[src/rtl/fetch_byte_queue.sv]
// Instruction-byte ring buffer: takes 8-byte fetch beats and presents a 15-byte MSB-first window plus PC to decode.
// Optional FBQ_STATS_EN adds stat_insts / stat_starve counters.
module fetch_byte_queue #(
    parameter int DEPTH_BYTES  = 32,
    parameter int FILL_BYTES   = 8,
    parameter int WINDOW_BYTES = 15
) (
    input  logic                      clk,
    input  logic                      reset_n,
    input  logic                      redirect_valid,
    input  logic [63:0]               redirect_pc,
    input  logic                      fill_valid,
    output logic                      fill_ready,
    input  logic [8*FILL_BYTES-1:0]   fill_data,
    output logic [0:8*WINDOW_BYTES-1] dc_bytes,
    output logic [63:0]               dc_pc,
    output logic [3:0]                dc_avail,
    output logic                      dc_full,
    input  logic                      consume_valid,
    input  logic [3:0]                consume_len,
    output logic                      consume_err
`ifdef FBQ_STATS_EN
    ,
    output logic [31:0]               stat_insts,
    output logic [31:0]               stat_starve
`endif
);

    localparam int PTR_W = $clog2(DEPTH_BYTES);
    localparam int CNT_W = PTR_W + 1;

    logic [PTR_W-1:0] rd_ptr, wr_ptr;
    logic [CNT_W-1:0] count;
    logic [63:0]      pc;
    logic             err;
    logic [7:0]       ring [DEPTH_BYTES];

    logic [3:0] avail;
    logic       len_ok;
    logic       fill_fire;
    logic       consume_ok;
    logic       consume_bad;

    // Handshakes: a fill beat transfers on any cycle with fill_valid && fill_ready;
    // consume_valid is always taken and judged against the current dc_avail,
    // with redirect overriding both (no fill accepted, consume ignored).
    always_comb begin
        avail       = (count >= CNT_W'(WINDOW_BYTES)) ? 4'(WINDOW_BYTES) : count[3:0];
        len_ok      = (consume_len != 4'd0) && (consume_len <= avail);
        fill_ready  = !redirect_valid && (count <= CNT_W'(DEPTH_BYTES - FILL_BYTES));
        fill_fire   = fill_valid && fill_ready;
        consume_ok  = consume_valid && !redirect_valid && len_ok;
        consume_bad = consume_valid && !redirect_valid && !len_ok;
    end

    always_ff @(posedge clk or negedge reset_n) begin
        if (!reset_n) begin
            rd_ptr <= '0;
            wr_ptr <= '0;
            count  <= '0;
            pc     <= '0;
            err    <= 1'b0;
        end else if (redirect_valid) begin
            rd_ptr <= '0;
            wr_ptr <= '0;
            count  <= '0;
            pc     <= redirect_pc;
        end else begin
            if (fill_fire)
                wr_ptr <= wr_ptr + PTR_W'(FILL_BYTES);
            if (consume_ok) begin
                rd_ptr <= rd_ptr + PTR_W'(consume_len);
                pc     <= pc + 64'(consume_len);
            end
            count <= count + (fill_fire ? CNT_W'(FILL_BYTES) : '0)
                           - (consume_ok ? CNT_W'(consume_len) : '0);
            if (consume_bad)
                err <= 1'b1;
        end
    end

    // Ring storage needs no reset: bytes beyond count are masked off the window.
    always_ff @(posedge clk) begin
        if (fill_fire) begin
            for (int k = 0; k < FILL_BYTES; k++)
                ring[wr_ptr + PTR_W'(k)] <= fill_data[(FILL_BYTES-1-k)*8 +: 8];
        end
    end

    always_comb begin
        dc_bytes = '0;
        for (int i = 0; i < WINDOW_BYTES; i++) begin
            if (i < int'(avail))
                dc_bytes[8*i +: 8] = ring[rd_ptr + PTR_W'(i)];
        end
        dc_pc       = pc;
        dc_avail    = avail;
        dc_full     = (avail == 4'(WINDOW_BYTES));
        consume_err = err;
    end

`ifdef FBQ_STATS_EN
    always_ff @(posedge clk or negedge reset_n) begin
        if (!reset_n) begin
            stat_insts  <= '0;
            stat_starve <= '0;
        end else begin
            if (consume_ok)
                stat_insts <= stat_insts + 32'd1;
            if (!dc_full && !redirect_valid)
                stat_starve <= stat_starve + 32'd1;
        end
    end
`endif

endmodule

[config.mk]
export PLATFORM = sky130hd
export DESIGN_NAME = fetch_byte_queue
export DESIGN_NICKNAME = d
export VERILOG_FILES = /design/src/rtl/fetch_byte_queue.sv
export SDC_FILE = /design/constraint.sdc
export NUM_CORES = 1
export LEC_CHECK = 0
export BUFFER_PORTS_ARGS = -buffer_cell sky130_fd_sc_hd__clkbuf_2
export CORE_ASPECT_RATIO = 1.25
export CORE_UTILIZATION = 50
export CTS_CLUSTER_SIZE = 12
export DETAILED_ROUTE_END_ITERATION = 10
export GPL_TIMING_DRIVEN = 1
export HOLD_SLACK_MARGIN = 0.08
export MAX_ROUTING_LAYER = met4
export PLACE_DENSITY = 0.76
export SYNTH_ARGS = -nofsm -noshare
export SYNTH_HDL_FRONTEND = slang
export SYNTH_SLANG_ARGS = --single-unit
[constraint.sdc]
create_clock -name clk -period 7.51 [get_ports clk]
set_input_delay 0 -clock clk [delete_from_list [all_inputs] [get_ports clk]]
set_output_delay 0 -clock clk [all_outputs]
set_load 0.01 [all_outputs]
==> results.tsv <==
stage	metric	value	unit
run_status	status	completed	
clock_tree	setup bufs post-CTS	0	
sta	crit path time final	4610	ps
sta	Pins Over Slew Limit	0	
detailed_routing	DRC Markers	0	
setup_path	critical path startpoint	count[4]$_DFF_PN0_	
clock_tree	CTS tree	yes	
die	DIE WIDTH	215	µm
setup_path	slowest cell on the critical path	dlygate4sd3_1	
sta	FMAX	217	MHz
power_and_ir_drop	PwrDens	355	nW/µm²
global_routing	first-pass GRT wire length	159000	µm
global_routing	pin count of the biggest net entering global routing	137	
sta	Clock Skew	27.0	ps
detailed_routing	vias per inst	7.11	
sta	Worst-Margin Slew	1290	ps
clock_tree	Clock Pin Slew Worst Setup and Hold Paths	70	ps
detailed_routing	DRT iter0 DRCs	3994	
place	PortBufs	327	
min_path	min-delay src	consume_valid	
final_layout	Fillers	4342	
power_and_ir_drop	Reg power frac	0.202	
setup_path	Critical R2R Launch	count[4]$_DFF_PN0_	
yosys	async set-reset flop share out of synthesis	0.234	
global_routing	vias in the first global route	23800	
final_layout	area grow syn2layout	17.5	%
detailed_routing	via count	25300	
power_and_ir_drop	NetSw	0.00553	W
die	Initial Util	0.506	
setup_path	CP peak stage delay	570	ps
clock_tree	clock buffer depth	3	
setup_path	critical path startpoint category	register	
yosys	Main synth FF type	edfxtp_1	
global_routing	antenna violations before repair	4	
detailed_routing	WL final	109000	µm
yosys	largest family of logic cells by synthesized area	multiplexers	
final_layout	Multi-input gate area	17600	µm²
clock_tree	CTS Sinks	334	
setup_path	CP Data Required Time	7930	ps
final_layout	final net count	2974	
yosys	Netlist Area Pre-Place	28300	µm²
clock_tree	H-tree depth	2	
yosys	cells after synthesis	2453	
setup_path	worst endpoint data arrival time	5030	ps
yosys	Post-Synth XOR/XNOR Area	0.0247	
yosys	adder-cell share of the synthesized area	0.0187	
sta	Hold WS	119	ps
detailed_routing	drt wl/cell	30.6	µm
clock_tree	CTS Hold Bufs	172	
yosys	Post-synth EDFFs	256	
sta	endpoints failing setup	0	
setup_path	WS Path Type	register to register	
yosys	Synth Register Bits	334	
final_layout	Reg area	9650	µm²
power_and_ir_drop	leakage power	13.4	nW
yosys	Unique masters post-synth	73	
sta	Slew HR	0.134	
yosys	complex-gate fraction of the synthesized area	0.132	
detailed_routing	drt pass-1 iters	9	
setup_path	critical path endpoint category	register	
die	height of the die	268	µm
place	Placer Congestion	0.997	
setup_path	crit-path cells	inv_1 -> ha_1 -> nand2b_1 -> clkinv_1 -> ha_1 -> a21boi_0 -> o221ai_1 -> o211ai_4 -> buf_4 -> nor2_1 -> buf_4 -> a22o_1 -> dlygate4sd3_1 -> a21o_1 -> dlygate4sd3_1	
yosys	post-synthesis sequential area ratio	0.340	
place	Post-Place Cell Area	30400	µm²
sta	setup TNS	0	ps
run	MaxCap Viol Count	0	
power_and_ir_drop	Combinational Power Share	0.650	
place	Final HPWL DP	78600	µm
power_and_ir_drop	Pwr Total	0.0118	W
global_routing	total gr overflow	0	
final_layout	Finished Cell Area	33300	µm²
detailed_routing	Detail Route Antenna Nets	0	
yosys	Yosys Warn Count	0	
die	core area	55900	µm²
sta	fin crit share	0.613	
clock_tree	CTS Buf Count	37	
power_and_ir_drop	switching portion of total power	0.469	
die	site row count	97	
final_layout	final core utilization	0.595	
sta	RSZ-0062 raised after global routing	no	
setup_path	Max FO, Critical Path	39	
yosys	post-synthesis mux area share	0.336	
power_and_ir_drop	Clk pwr share	0.148	
final_layout	fraction of layout instances using a drive strength above 1	0.306	
sta	Final Hold Fails	0	
yosys	Syn Nets	2630	
die	die area	57600	µm²
global_routing	gr usage total	0.386	
yosys	Synth Area in Simple Gates	0.104	
die	I/O Pins	328	
min_path	hold crit path type	primary input to register	
yosys	Mapped Avg Cell Area	11.5	µm²
power_and_ir_drop	cell internal pwr	0.00626	W
power_and_ir_drop	worst vdd ir	0.321	mV
clock_tree	CTS resizes	0	
clock_tree	clock root buffer	clkbuf_16	
clock_tree	clk_lat worst skew	560	ps
[stage by stage]
| step | std cells | setup slack (ps) |
|---|---|---|
| CTS | 3560 | 2890 |
| finish | 3564 | 2910 |
| detailed placement | 3328 | 3030 |
| global placement | 3328 | 3130 |
| floorplan | 2453 | 3210 |
| global route | 3564 | 2590 |
[sequential cells by signal, indices dropped and copies added (netlist names)]
| register | cells |
|---|---|
| consume_err | 1 |
| rd_ptr | 5 |
| wr_ptr | 2 |
| ring | 256 |
| dc_pc | 64 |
| count | 6 |
[cell usage after synthesis, drive strengths merged, types with 3 or more instances]
library cell | number | area [µm²]
dfrtp | 78 | 1950
nor4 | 37 | 272
a21oi | 123 | 619
and4 | 12 | 111
nand2 | 192 | 721
mux4 | 336 | 7570
or4 | 4 | 30.0
ha | 36 | 450
nor2b | 50 | 313
a31oi | 5 | 31.3
and3 | 15 | 93.8
buf | 106 | 497
nand4 | 24 | 156
o21ai | 71 | 355
and2 | 27 | 169
a21o | 232 | 1740
nand3 | 52 | 265
fa | 4 | 80.1
or3 | 3 | 20.0
o32ai | 8 | 70.1
a22o | 17 | 149
xnor2 | 58 | 508
mux2i | 130 | 1300
o311ai | 5 | 43.8
inv | 64 | 240
mux2 | 57 | 642
o22ai | 72 | 450
o211ai | 5 | 42.5
a31o | 9 | 78.8
nand2b | 9 | 56.3
clkbuf | 132 | 495
xor2 | 22 | 193
nor3 | 16 | 80.1
nor2 | 157 | 589
edfxtp | 256 | 7690
[worst paths after layout]
check | to | slack, ps | cells past startpoint
setup / recovery | dc_pc[0]$_DFFE_PN0P_ | 2910 | 15
hold / removal | consume_err$_DFFE_PN0P_ | 120 | 4
setup reg to reg | dc_pc[0]$_DFFE_PN0P_ | 2910 | 15
hold reg to reg | consume_err$_DFFE_PN0P_ | 500 | 1
max in group asynchronous | dc_pc[49]$_DFFE_PN0P_ | 6080 | 3
min in group asynchronous | dc_pc[38]$_DFFE_PN0P_ | 210 | 3
[kinds of logic after synthesis]
kind of cell / Yosys count
adder cells (fa/ha/maj): 40
AND/OR/NAND/NOR: 607
XOR/XNOR: 80
flip-flops: 334
AO/OA/AOI/OAI: 565
multiplexers: 523
buffers and inverters: 304
[critical path: cells and delay by family (launching register included)]
family                     cells  cell delay, ps
adders and majority gates      2             720
and+or+nand+nor                2             410
buffers and inverters          6            2120
DFF                            1             350
AOI/OAI and AO/OA              5             880
[final cells by class]
type                    instances  share of cell area
multi-input cells            1815               0.529
flip-flops and latches        334               0.290
repair buffers                543               0.112
clock buffers                  43              0.0291
well taps                     742              0.0279
inverters                      66             0.00745
clock inverters                17             0.00406
diodes                          4            0.000301
[power by group through the flow]
| stage | clock network (W) | registers (W) | logic, W |
|---|---|---|---|
| final | 0.00174 | 0.00239 | 0.00767 |
| after global routing | 0.00181 | 0.00240 | 0.00802 |
| after CTS | 0.00174 | 0.00237 | 0.00744 |
| after detailed placement | 0 | 0.00241 | 0.00733 |
| after global placement | 0 | 0.00239 | 0.00722 |
| after floorplan | 0 | 0.00233 | 0.00486 |
[routing by layer]
layer  wire [µm]  vias to the layer above  track usage
met1       40200                    12500        0.507
met5           0                        -            -
li1            -                    10300            -
met4        4530                        0        0.142
met3       16800                      375        0.134
met2       47700                     2184        0.553
[cells in the final DEF (no fill, tap or decap), types with 15 or more instances in the layout]
cell	n
clkbuf_16	38
mux2i_1	130
inv_1	63
dlygate4sd3_1	172
mux4_2	336
and2_1	18
nand4_1	23
ha_1	34
nor4_1	32
o21ai_0	58
and3_1	15
a22o_1	17
edfxtp_1	256
mux2_2	57
buf_4	44
nor2_1	157
a21o_1	232
clkbuf_2	325
a21oi_1	122
xor2_1	18
nand3_1	51
nand2_1	192
nor3_1	16
dfrtp_1	74
xnor2_1	50
nor2b_1	50
o22ai_1	72
Note: power is estimated with default switching activity, not from simulation.
